### src/rtl/wm_panel_ctrl.sv
// Washing-machine front-panel input stage: synchronise/debounce, program settings, session FSM.
// Optional macro WM_PANEL_AUTOLOCK_EN adds lock_req and gates start on the detergent switch.
module wm_panel_ctrl #(
    parameter int DEB_CYCLES  = 4,
    parameter int STOP_CYCLES = 3
) (
    input  logic       clk,
    input  logic       rst_n,
    input  logic       btn_start,
    input  logic       btn_stop,
    input  logic       btn_pause,
    input  logic       btn_temp,
    input  logic       btn_spin,
    input  logic       btn_mode,
    input  logic       door_sw,
    input  logic       det_sw,
    input  logic       cycle_done,
    output logic       start,
    output logic       stop,
    output logic       pause,
    output logic [1:0] waterTemp,
    output logic [1:0] spinSpeed,
    output logic       dry,
    output logic       washOnly,
    output logic       doorclosed,
    output logic       detergentfilled,
    output logic       reject,
    output logic       busy
`ifdef WM_PANEL_AUTOLOCK_EN
    ,
    output logic       lock_req
`endif
);

    localparam int DCW = (DEB_CYCLES  > 1) ? $clog2(DEB_CYCLES + 1)  : 1;
    localparam int SCW = (STOP_CYCLES > 1) ? $clog2(STOP_CYCLES + 1) : 1;

    localparam int I_START = 0;
    localparam int I_STOP  = 1;
    localparam int I_PAUSE = 2;
    localparam int I_TEMP  = 3;
    localparam int I_SPIN  = 4;
    localparam int I_MODE  = 5;
    localparam int I_DOOR  = 6;
    localparam int I_DET   = 7;

    typedef enum logic [1:0] {
        S_IDLE     = 2'd0,
        S_RUN      = 2'd1,
        S_PAUSE    = 2'd2,
        S_STOPPING = 2'd3
    } state_t;

    logic [7:0]     w_raw;
    logic [7:0]     r_sync1;
    logic [7:0]     r_sync2;
    logic [7:0]     r_deb;
    logic [7:0]     r_deb_d;
    logic [DCW-1:0] r_cnt [8];
    logic [5:0]     w_press;
    logic           w_door_fall;
    logic           w_go_ok;
    state_t         r_state;
    state_t         w_next;
    logic           w_reject;
    logic           w_settings_en;
    logic [SCW-1:0] r_stop_cnt;
    logic [1:0]     r_temp;
    logic [1:0]     r_spin;
    logic           r_wash_only;
    logic           r_dry;
    logic           r_start;
    logic           r_stop;
    logic           r_pause;
    logic           r_busy;
    logic           r_reject;

    assign w_raw = {det_sw, door_sw, btn_mode, btn_spin, btn_temp, btn_pause, btn_stop, btn_start};

    // Two-flop synchroniser and per-input stability counter feeding the debounced value.
    always_ff @(posedge clk) begin
        if (!rst_n) begin
            r_sync1 <= 8'd0;
            r_sync2 <= 8'd0;
            r_deb   <= 8'd0;
            r_deb_d <= 8'd0;
            for (int i = 0; i < 8; i++) r_cnt[i] <= '0;
        end else begin
            r_sync1 <= w_raw;
            r_sync2 <= r_sync1;
            r_deb_d <= r_deb;
            for (int i = 0; i < 8; i++) begin
                if (r_sync2[i] == r_deb[i]) begin
                    r_cnt[i] <= '0;
                end else if (r_cnt[i] == DCW'(DEB_CYCLES - 1)) begin
                    r_cnt[i] <= '0;
                    r_deb[i] <= r_sync2[i];
                end else begin
                    r_cnt[i] <= r_cnt[i] + DCW'(1);
                end
            end
        end
    end

    assign w_press     = r_deb[5:0] & ~r_deb_d[5:0];
    assign w_door_fall = r_deb_d[I_DOOR] & ~r_deb[I_DOOR];
`ifdef WM_PANEL_AUTOLOCK_EN
    assign w_go_ok     = r_deb[I_DOOR] & r_deb[I_DET];
`else
    assign w_go_ok     = r_deb[I_DOOR];
`endif

    // Session next-state logic; event priority is stop > done > door-open > start/pause > settings.
    always_comb begin
        w_next        = r_state;
        w_reject      = 1'b0;
        w_settings_en = 1'b0;
        case (r_state)
            S_IDLE: begin
                if (w_press[I_START]) begin
                    if (w_go_ok) w_next = S_RUN;
                    else         w_reject = 1'b1;
                end else begin
                    w_settings_en = 1'b1;
                end
            end
            S_RUN: begin
                if (w_press[I_STOP])       w_next = S_STOPPING;
                else if (cycle_done)       w_next = S_IDLE;
                else if (w_door_fall)      w_next = S_PAUSE;
                else if (w_press[I_PAUSE]) w_next = S_PAUSE;
                else                       w_next = S_RUN;
            end
            S_PAUSE: begin
                if (w_press[I_STOP]) begin
                    w_next = S_STOPPING;
                end else if (w_press[I_PAUSE]) begin
                    if (r_deb[I_DOOR]) w_next = S_RUN;
                    else               w_reject = 1'b1;
                end else begin
                    w_next = S_PAUSE;
                end
            end
            S_STOPPING: begin
                if (r_stop_cnt == SCW'(STOP_CYCLES - 1)) w_next = S_IDLE;
                else                                     w_next = S_STOPPING;
            end
            default: w_next = S_IDLE;
        endcase
    end

    // State register and stop-length counter.
    always_ff @(posedge clk) begin
        if (!rst_n) begin
            r_state    <= S_IDLE;
            r_stop_cnt <= '0;
        end else begin
            r_state <= w_next;
            if (r_state == S_STOPPING && w_next == S_STOPPING) r_stop_cnt <= r_stop_cnt + SCW'(1);
            else                                               r_stop_cnt <= '0;
        end
    end

    // Program settings, only editable while idle.
    always_ff @(posedge clk) begin
        if (!rst_n) begin
            r_temp      <= 2'd0;
            r_spin      <= 2'd0;
            r_wash_only <= 1'b0;
            r_dry       <= 1'b0;
        end else if (w_settings_en) begin
            if (w_press[I_TEMP]) r_temp <= r_temp + 2'd1;
            if (w_press[I_SPIN]) r_spin <= r_spin + 2'd1;
            if (w_press[I_MODE]) begin
                case ({r_wash_only, r_dry})
                    2'b00:   {r_wash_only, r_dry} <= 2'b10;
                    2'b10:   {r_wash_only, r_dry} <= 2'b01;
                    default: {r_wash_only, r_dry} <= 2'b00;
                endcase
            end
        end
    end

    // Registered controller levels decoded from the current state.
    always_ff @(posedge clk) begin
        if (!rst_n) begin
            r_start  <= 1'b0;
            r_stop   <= 1'b0;
            r_pause  <= 1'b0;
            r_busy   <= 1'b0;
            r_reject <= 1'b0;
        end else begin
            r_start  <= (r_state == S_RUN) || (r_state == S_PAUSE);
            r_stop   <= (r_state == S_STOPPING);
            r_pause  <= (r_state == S_PAUSE);
            r_busy   <= (r_state != S_IDLE);
            r_reject <= w_reject;
        end
    end

    assign start           = r_start;
    assign stop            = r_stop;
    assign pause           = r_pause;
    assign busy            = r_busy;
    assign reject          = r_reject;
    assign waterTemp       = r_temp;
    assign spinSpeed       = r_spin;
    assign washOnly        = r_wash_only;
    assign dry             = r_dry;
    assign doorclosed      = r_deb[I_DOOR];
    assign detergentfilled = r_deb[I_DET];
`ifdef WM_PANEL_AUTOLOCK_EN
    assign lock_req        = r_busy;
`endif

endmodule

### config.mk
export PLATFORM = sky130hd
export DESIGN_NAME = wm_panel_ctrl
export DESIGN_NICKNAME = d
export VERILOG_FILES = /design/src/rtl/wm_panel_ctrl.sv
export SDC_FILE = /design/constraint.sdc
export NUM_CORES = 1
export LEC_CHECK = 0
export CAP_MARGIN = 25
export CORE_MARGIN = 3
export CORE_UTILIZATION = 25
export DETAILED_ROUTE_END_ITERATION = 12
export PLACE_DENSITY = 0.51
export SLEW_MARGIN = 0
export SYNTH_ARGS = -nofsm -noshare
export SYNTH_HDL_FRONTEND = slang
export SYNTH_SLANG_ARGS = --single-unit
export TNS_END_PERCENT = 100
### constraint.sdc
create_clock -name clk -period 1.62 [get_ports clk]
set_input_delay 0.324 -clock clk [delete_from_list [all_inputs] [get_ports clk]]
set_output_delay 0.324 -clock clk [all_outputs]
set_load 0.05 [all_outputs]
==> results.txt, run 1 <==
Leakage = 0.00155 uW
GR Overflow Total = 0
Sw Pwr = 1150 uW
nets = 344
fraction of registers with async set/reset = 0%
Max FO, Critical Path = 6
die area = 0.0126 mm2
# Max-Cap Violations = 0
final WL = 4.61 mm
Post-synth top flop = dfxtp_1
1st-pass router iterations = 4
Flop pwr share = 43.2%
power share of the clock group = 40.5%
IO Pins = 24
worst path bufs/invs = 1
Clock Pin Slew Worst Setup and Hold Paths = 0.06 ns
reg2reg setup slack = 0.06 ns
crit-path cells = inv_1 > ha_2 > nand4b_1 > or3b_1 > a21oi_1
Pwr Density = 1240 mW/mm2
Critical-path top delay cell = or3b_1
worst-case clock buffer depth = 2
cell count after synthesis = 252
vias per cell = 3.82
FF+latch count, synth = 70
Layout fillers = 1138
area grow syn2layout = 29.9%
CTS hold repair buffers = 0
vias in the first global route = 1708
maximum clock rate = 0.642 GHz
share of layout cells above drive strength 1 = 14.5%
VDD IR max = 0.390 mV
type of the worst setup path = flip-flop to flip-flop
worst r2r src = r_state[0]
WHS = 0.428 ns
CORE AREA = 0.0109 mm2
status = complete, no violations
CP delay by family, top = simple AND/OR/NAND/NOR gates
CP endpoint kind = flip-flop
first-pass GRT wire length = 7.96 mm
Register-to-Register Path Depth = 5
total track usage = 8.03%
EDFF count, synth = 24
Cell variety after synth = 36
CP Capture Point = dry
WL/cell = 10.1 um
I/O Buffers = 23
CTS tree = done
startpoint type of the worst setup path = flip-flop
switch share = 25.3%
RePlAce Congestion = 0.702
Avg Cell Area, Syn = 11.2 um2
setup violators final = 0
Post-DP HPWL = 3.40 mm
R2R Path End = dry
H-tree levels = 3
initial antenna violation count = 0
die width = 112 um
Final Util = 33.6%
Hold Path Class = flip-flop to flip-flop
Num CTS Buffers = 9
Cell Area, Synth = 0.00283 mm2
Hold Fails Final Rpt = 0
root buffer cell = clkbuf_16
Worst Skew = 0.00642 ns
Initial Util = 25.9%
DRC = 0
# diodes = 0
critical path's largest stage delay = 0.42 ns
Yosys Warn Count = 0
Die Span Y = 112 um
CP arrival = 1.81 ns
Crit path required time = 1.87 ns
max-slew violation count = 0
pin count of the biggest net entering global routing = 25
critical path depth = 5
min Tclk post-route = 1.56 ns
share of total power in combinational logic = 16.2%
Tcrit/Tclk final = 96.2%
clock sinks = 70
Via Count = 1748
RSZ-0062 raised after global routing = yes
num rows = 38
Int Pwr = 3410 uW
Post-CTS Setup Bufs = 0
Clk Latency, worst-skew pair = 0.32 ns
Post-DRT Antenna Nets = 0
Seq/Total Area, Yosys = 58.0%
DRT iter0 DRCs = 64
worst setup path start = r_state[0]
-- cell families after synthesis --
logic type,share of synthesized area [%]
compound gates,2.38
fa+ha+maj,9.28
buf+inv,4.24
mux,2.83
flops,58.0
xor+xnor,3.71
other cells,0.132
simple gates,19.5
-- what timing repair did --
action / 4_1_cts / 5_1_grt
resized for setup: 1 / 1
setup endpoints to repair: 1 / 4
pin swaps: 0 / 1
-- area by class of cell --
class                      instances  area [um2]  share of cell area (%)
multi-input combinational        175        1160                    31.6
tap                              140         175                    4.76
sequential                        70        1640                    44.6
timing repair buffer              32         328                    8.91
clock buffer                      10         229                    6.22
inverter                          24        90.1                    2.45
clock inverter                     6        52.6                    1.43
-- worst min path at each step --
stage                           from          to  slack (ns)  cells past startpoint
after floorplan           r_sync1[0]  r_sync2[0]        0.41                      1
after global placement    r_sync1[4]  r_sync2[4]        0.42                      1
after detailed placement  r_sync1[4]  r_sync2[4]        0.42                      1
after CTS                 r_sync1[4]  r_sync2[4]        0.43                      1
after global routing      r_sync1[1]  r_sync2[1]        0.44                      1
final                     r_sync1[3]  r_sync2[3]        0.43                      1
-- per-stage QoR --
| step | setup WS (ns) | total power, uW | setup TNS [ns] | std cells | instance area [um2] |
|---|---|---|---|---|---|
| after floorplan | 0.165 | 2510 | 0 | 275 | 2920 |
| after global placement | -0.0692 | 2740 | -1.44 | 441 | 3390 |
| after detailed placement | -0.103 | 2740 | -2.00 | 441 | 3390 |
| after CTS | 0.0467 | 4620 | 0 | 457 | 3680 |
| after global routing | -0.0101 | 4790 | -0.0101 | 457 | 3680 |
| final | 0.0620 | 4560 | 0 | 457 | 3680 |
-- synthesized netlist by cell type, types with 2 or more instances --
cell      number  area (um2)
xor2_1         4        35.0
nor2b_1        6        37.5
nor3_2         3        30.0
inv_1         24        90.1
buf_2          3        15.0
nand2_1        4        15.0
clkbuf_1       2        7.51
mux2i_1        8        80.1
or3b_1         2        17.5
nand4_1        2        12.5
and2_1        23         144
or3_1         11        68.8
xnor2_1        8        70.1
nor2_1        39         146
nand3_1        2        10.0
a21oi_1        3        15.0
ha_1          21         263
dfxtp_1       46         921
edfxtp_1      24         721
-- routing by layer --
metal  up-vias  part of all wire (%)  global-route usage (%)
li1        927                     -                       -
met3         4                   4.4                    3.94
met2        27                    48                    12.8
met4         0                  0.82                    3.13
met5         -                     0                       0
met1       790                    47                    9.34
-- power by group through the flow --
stage	Combinational, uW	Sequential [uW]	Clock (uW)
after CTS	743	1970	1910
after floorplan	421	2090	0
final	740	1970	1850
after global placement	730	2010	0
after detailed placement	734	2010	0
after global routing	808	1980	2000
-- placed cells by master (no fill, tap or decap), types with 2 or more instances in the layout --
cell / n
clkinv_1: 2
and2_1: 23
or3_1: 11
clkinv_2: 3
mux2i_1: 8
buf_12: 5
nand4_1: 2
conb_1: 24
xnor2_1: 8
nor2b_1: 5
a21oi_1: 3
clkdlybuf4s50_1: 10
ha_1: 20
nor2_1: 39
or3b_1: 2
inv_1: 24
nand3_1: 2
edfxtp_1: 24
clkbuf_16: 9
nand2_1: 4
dfxtp_1: 45
nor3_2: 3
buf_4: 17
xor2_1: 4
-- registers in the layout (all words and copies together), names as in the netlist, 2 cells and up --
name	count
r_cnt	24
r_deb	8
r_sync1	8
r_sync2	8
r_deb_d	7
r_state	2
r_stop_cnt	2
spinSpeed	2
waterTemp	2
No activity file was read; power rests on OpenSTA's default activity.
==> inputs of run 2 (changes only) <==
--- a/config.mk
+++ b/config.mk
@@ -10,2 +10,3 @@
 export CORE_UTILIZATION = 25
+export CTS_CLUSTER_DIAMETER = 150
 export DETAILED_ROUTE_END_ITERATION = 12
--- a/constraint.sdc
+++ b/constraint.sdc
@@ -3,2 +3,2 @@
 set_output_delay 0.324 -clock clk [all_outputs]
-set_load 0.05 [all_outputs]
+set_load 0.1 [all_outputs]
==> run 2 against run 1 <==
Compared with the run above:
- critical path type unchanged
- non-clock buffer count is 2 lower
- routed wire length is 0.72% lower
- clock skew is 0.0020 ns lower
- cell count is 0.44% lower
- global-route usage is 0.26 points higher
- final area is 3.9% higher
- sequential cell count stayed put
- via count is 1.4% lower
- setup slack better by 0.045 ns
- highest routed layer unchanged
- sequential power hardly changed
==> results.txt, run 2 (synthesized netlist as in run 1, its figures left out) <==
status = complete, no violations
DRT iter0 DRCs = 37 (-42%)
Leakage = 0.00159 uW (+2.4%)
worst path bufs/invs = 1 (unchanged)
CP delay by family, top = simple AND/OR/NAND/NOR gates
die area = 0.0126 mm2 (unchanged)
RSZ-0062 raised after global routing = no
final WL = 4.57 mm (-0.72%)
CTS tree = done
I/O Buffers = 23 (unchanged)
CORE AREA = 0.0109 mm2 (unchanged)
Post-CTS Setup Bufs = 0 (unchanged)
Num CTS Buffers = 9 (unchanged)
VDD IR max = 0.605 mV (+55%)
Final Util = 35.0% (+1.3 points)
Pwr Density = 1300 mW/mm2 (+5.2%)
first-pass GRT wire length = 8.16 mm (+2.6%)
met1 GRT Util = 9.60% (+0.26 points)
Hold Fails Final Rpt = 0 (unchanged)
Clk Latency, worst-skew pair = 0.32 ns (about the same)
met2 usage = 13.3% (+0.52 points)
Die Span Y = 112 um (unchanged)
IO Pins = 24 (unchanged)
CP endpoint kind = flip-flop
WL/cell = 10.1 um (-0.28%)
Via Count = 1724 (-1.4%)
Post-DP HPWL = 3.38 mm (-0.64%)
Top Usage Layer GRT = met2
clock sinks = 70 (unchanged)
num rows = 38 (unchanged)
type of the worst setup path = flip-flop to flip-flop
max reg flops = 24 (unchanged)
Pwr Total = 4980 uW (+9.3%)
share of layout cells above drive strength 1 = 14.6% (+0.092 points)
startpoint type of the worst setup path = flip-flop
WHS = 0.426 ns (-0.00186 ns)
vias per cell = 3.79 (-0.94%)
area of the multi-input gates = 0.00116 mm2 (-0.22%)
# Max-Cap Violations = 0 (unchanged)
register area = 0.00165 mm2 (+0.23%)
most common cell after layout, fill and taps aside = dfxtp_1
Layout fillers = 1092 (-4.0%)
root buffer cell = clkbuf_16
RePlAce Congestion = 0.729 (+3.7%)
final setup TNS = 0 ns (unchanged)
Max FO, Critical Path = 5 (-1)
setup violators final = 0 (unchanged)
area grow syn2layout = 35.0%
reg2reg setup slack = 0.11 ns (+0.05 ns)
min Tclk post-route = 1.51 ns (-0.0454 ns)
commonest non-fill, non-tap cells in the layout = dfxtp_1, nor2_1, inv_1, edfxtp_1, conb_1
Post-DRT Antenna Nets = 0 (unchanged)
Hold Path Class = flip-flop to flip-flop
Critical-path top delay cell = or3b_1
total track usage = 8.29% (+0.26 points)
Clock Pin Slew Worst Setup and Hold Paths = 0.05 ns (about the same)
maximum clock rate = 0.661 GHz (+3.0%)
1st-pass router iterations = 3 (-1)
met3 Usage GRT = 3.23% (-0.70 points)
Worst Skew = 0.00442 ns (-0.00200 ns)
nets = 342 (-0.58%)
GR Overflow Total = 0 (unchanged)
die width = 112 um (unchanged)
max-slew violation count = 0 (unchanged)
Initial Util = 25.9% (unchanged)
Tcrit/Tclk final = 93.4% (-2.8 points)
initial antenna violation count = 0 (unchanged)
CP arrival = 1.77 ns (-0.04 ns)
Largest Register = r_cnt
crit-path cells = inv_1 > ha_2 > nand4b_1 > or3b_1 > a21oi_1
vias in the first global route = 1776 (+4.0%)
pin count of the biggest net entering global routing = 25 (unchanged)
# diodes = 0 (unchanged)
DRC = 0 (unchanged)
Crit path required time = 1.88 ns (about the same)
worst-case clock buffer depth = 2 (unchanged)
critical path's largest stage delay = 0.42 ns (about the same)
H-tree levels = 3 (unchanged)
==> run 2: changes by cell type in the layout (fill, tap and decap cells not counted), sizes merged <==
cell and change:
clkinv -3, clkbuf +2, bufinv +1, buf -2
==> run 2: final timing paths <==
check,cells after the start,to,startpoint
worst max register to register,5,dry,r_state[0]
worst max-delay path,5,dry,r_state[0]
worst min-delay path,1,r_sync2[1],r_sync1[1]
worst min register to register,1,r_sync2[1],r_sync1[1]
==> run 2: area by class of cell <==
class	instances	area share, %
Multi-Input combinational cell	175	30.3
Tap cell	140	4.58
Inverter	24	2.36
Clock inverter	4	1.83
Clock buffer	12	6.71
Timing Repair Buffer	30	11.1
Sequential cell	70	43.1
==> run 2: worst reg2reg max path, delay by kind of cell (launching register included) <==
kind	cells	cell delay, ns
AO/OA/AOI/OAI	1	0.12
AND/OR/NAND/NOR	2	0.61
flip-flops	1	0.35
buffers and inverters	1	0.12
adder cells (fa/ha/maj)	1	0.24
==> run 2: per-stage QoR <==
step	setup slack, ns	std cells	cell area [um2]
final	0.107	455	3820
after global routing	0.0145	455	3820
after CTS	0.0570	455	3820
after detailed placement	-0.156	439	3490
after global placement	-0.140	439	3490
after floorplan	0.0888	275	2920
==> run 2: report_power, final <==
part | internal [uW] | total [uW] | switching [uW]
clock | 1420 | 2090 | 669
sequential | 1920 | 1990 | 70.5
combinational | 374 | 899 | 526
total | 3720 | 4980 | 1260
==> run 2: what timing repair did <==
action                                 4_1_cts  5_1_grt
setup endpoints to repair                    0        1
resized for setup                            0        1
endpoints found under the hold margin        0        0
hold buffers                                 0        0
==> run 2: metal layers <==
| metal | vias up | share of wire [%] |
|---|---|---|
| met5 | - | 0 |
| met4 | 0 | 1.9 |
| met3 | 8 | 4.1 |
| met2 | 21 | 47 |
| met1 | 774 | 47 |
| li1 | 921 | - |
==> inputs of run 3 (changes only) <==
clock period = 1.8 ns   (was 1.62 ns; I/O delays follow)
==> run 3 against run 2 <==
Compared with the run above:
- final area shrank 0.85%
- cell count shrank 0.44%
- first-iteration DRC count grew 84%
- count of clock-buffer cells in the layout shrank 2
- fmax shrank 1.6%
- sequential cell count is the same
- sequential share of layout area grew 0.27 points
- core utilization shrank 0.30 points
- setup slack gained 0.16 ns
- highest routed layer unchanged
==> results.txt, run 3 (synthesized netlist as in run 1, its figures left out) <==
Largest Register = r_cnt
# Max-Cap Violations = 0 (unchanged)
Layout fillers = 1105 (+1.2%)
CTS hold repair buffers = 0 (unchanged)
min Tclk post-route = 1.54 ns (+0.0248 ns)
Num CTS Buffers = 9 (unchanged)
die width = 112 um (unchanged)
worst-case clock buffer depth = 2 (unchanged)
Hold Fails Final Rpt = 0 (unchanged)
1st-pass router iterations = 4 (+1)
DRT iter0 DRCs = 68 (+84%)
R2R Path End = dry
Worst Skew = 0.00407 ns (-0.000348 ns)
CTS tree = done
Int Pwr = 3260 uW (-12%)
Clock Pin Slew Worst Setup and Hold Paths = 0.06 ns (about the same)
status = complete, no violations
area of the multi-input gates = 0.00116 mm2 (-0.22%)
vias per cell = 3.85 (+1.7%)
Clk Latency, worst-skew pair = 0.32 ns (about the same)
I/O Buffers = 23 (unchanged)
share of layout cells above drive strength 1 = 13.4% (-1.2 points)
Hold Path Class = flip-flop to flip-flop
Layout Cell Area excl Fill = 0.00379 mm2 (-0.85%)
WHS = 0.430 ns (+0.00412 ns)
max-slew violation count = 0 (unchanged)
maximum clock rate = 0.650 GHz (-1.6%)
min-delay src = r_sync1[3]
nets = 340 (-0.58%)
final setup TNS = 0 ns (unchanged)
vias in the first global route = 1724 (-2.9%)
pre-CTS setup slack = 0.0317 ns (+0.188 ns)
area grow syn2layout = 33.8%
CORE AREA = 0.0109 mm2 (unchanged)
pin count of the biggest net entering global routing = 25 (unchanged)
DRC = 0 (unchanged)
Tcrit/Tclk final = 85.4% (-8.0 points)
Final Util = 34.7% (-0.30 points)
# diodes = 0 (unchanged)
share of total power in combinational logic = 17.8% (-0.3 points)
die area = 0.0126 mm2 (unchanged)
H-tree levels = 3 (unchanged)
Max FO, Critical Path = 6 (+1)
RSZ-0062 raised after global routing = no
setup violators final = 0 (unchanged)
RePlAce Congestion = 0.710 (-2.6%)
critical path's largest stage delay = 0.41 ns (about the same)
total track usage = 8.12% (-0.17 points)
Post-CTS Setup Bufs = 0 (unchanged)
worst r2r src = r_state[0]
Critical-path top delay cell = or3b_1
num rows = 38 (unchanged)
Via Count = 1746 (+1.3%)
Leakage = 0.00157 uW (-1.2%)
final WL = 4.59 mm (+0.39%)
Die Span Y = 112 um (unchanged)
reg2reg setup slack = 0.26 ns (+0.16 ns)
Initial Util = 25.9% (unchanged)
initial antenna violation count = 0 (unchanged)
startpoint type of the worst setup path = flip-flop
power share of the clock group = 41.8% (-0.2 points)
CP endpoint kind = flip-flop
clock sinks = 70 (unchanged)
Post-DRT Antenna Nets = 0 (unchanged)
Worst Hold End = r_sync2[3]
commonest non-fill, non-tap cells in the layout = dfxtp_1, nor2_1, inv_1, edfxtp_1, conb_1
VDD IR max = 0.514 mV (-15%)
first-pass GRT wire length = 8.02 mm (-1.7%)
cts repair resizes = 0 (unchanged)
GR Overflow Total = 0 (unchanged)
max reg flops = 24 (unchanged)
Post-DP HPWL = 3.33 mm (-1.5%)
most common cell after layout, fill and taps aside = dfxtp_1
Flop pwr share = 40.4% (+0.5 points)
IO Pins = 24 (unchanged)
Sw Pwr = 1160 uW (-8.5%)
type of the worst setup path = flip-flop to flip-flop
crit-path cells = inv_1 > ha_1 > nand4b_1 > or3b_1 > a21oi_1
switch share = 26.2% (+0.79 points)
Pwr Density = 1170 mW/mm2 (-10%)
root buffer cell = clkbuf_16
register area = 0.00164 mm2 (-0.23%)
CP arrival = 1.79 ns (+0.02 ns)
Register-to-Register Path Depth = 5 (unchanged)
Crit path required time = 2.06 ns (+0.18 ns)
Setup WS post-layout = 0.263 ns (+0.155 ns)
area post-placement = 0.00348 mm2 (-0.54%)
hold depth = 1 (unchanged)
WL/cell = 10.1 um (+0.84%)
==> run 3: critical path, delay by kind of cell (launching register included) <==
| kind | cells | cell delay (ns) |
|---|---|---|
| simple gates | 2 | 0.63 |
| compound gates | 1 | 0.12 |
| buf+inv | 1 | 0.10 |
| flops | 1 | 0.33 |
| fa+ha+maj | 1 | 0.29 |
==> run 3: metrics by stage <==
stage | total power (uW) | cells
after floorplan | 2350 | 275
after global placement | 2620 | 437
after detailed placement | 2620 | 437
after CTS | 4490 | 453
after global routing | 4630 | 453
final | 4420 | 453
==> run 3: final cells by class <==
type                    count  area share, %
multi-input cells         175           30.5
clock buffers              10           6.04
clock inverters             6           2.28
repair buffers             28           10.8
flip-flops and latches     70           43.3
well taps                 140           4.62
inverters                  24           2.38
==> run 3: worst max-delay path by stage <==
stage / from / endpoint / slack (ns) / depth (start not counted)
2_1_floorplan: r_deb[6] / r_stop_cnt[0] / 0.13 / 5
3_3_place_gp: rst_n / r_cnt[1][9] / 0.05 / 5
3_5_place_dp: rst_n / r_cnt[1][10] / 0.03 / 5
4_1_cts: r_state[0] / dry / 0.23 / 5
5_1_grt: r_state[0] / dry / 0.13 / 5
6_report: r_state[0] / dry / 0.26 / 5
==> run 3: power by group through the flow <==
stage,clock (uW),sequential (uW),combinational [uW]
floorplan,0,1970,379
global placement,0,1820,797
detailed placement,0,1820,796
CTS,1910,1790,799
global route,1970,1800,869
finish,1850,1790,785
==> run 3: routing by layer <==
layer / part of all wire (%) / global-route usage [%] / vias up / wire length (um)
li1: - / - / 920 / -
met3: 4.6 / 3.61 / 6 / 212
met2: 48 / 13.0 / 23 / 2190
met5: 0 / 0 / - / 0
met4: 1.3 / 3.37 / 0 / 61
met1: 46 / 9.47 / 797 / 2130
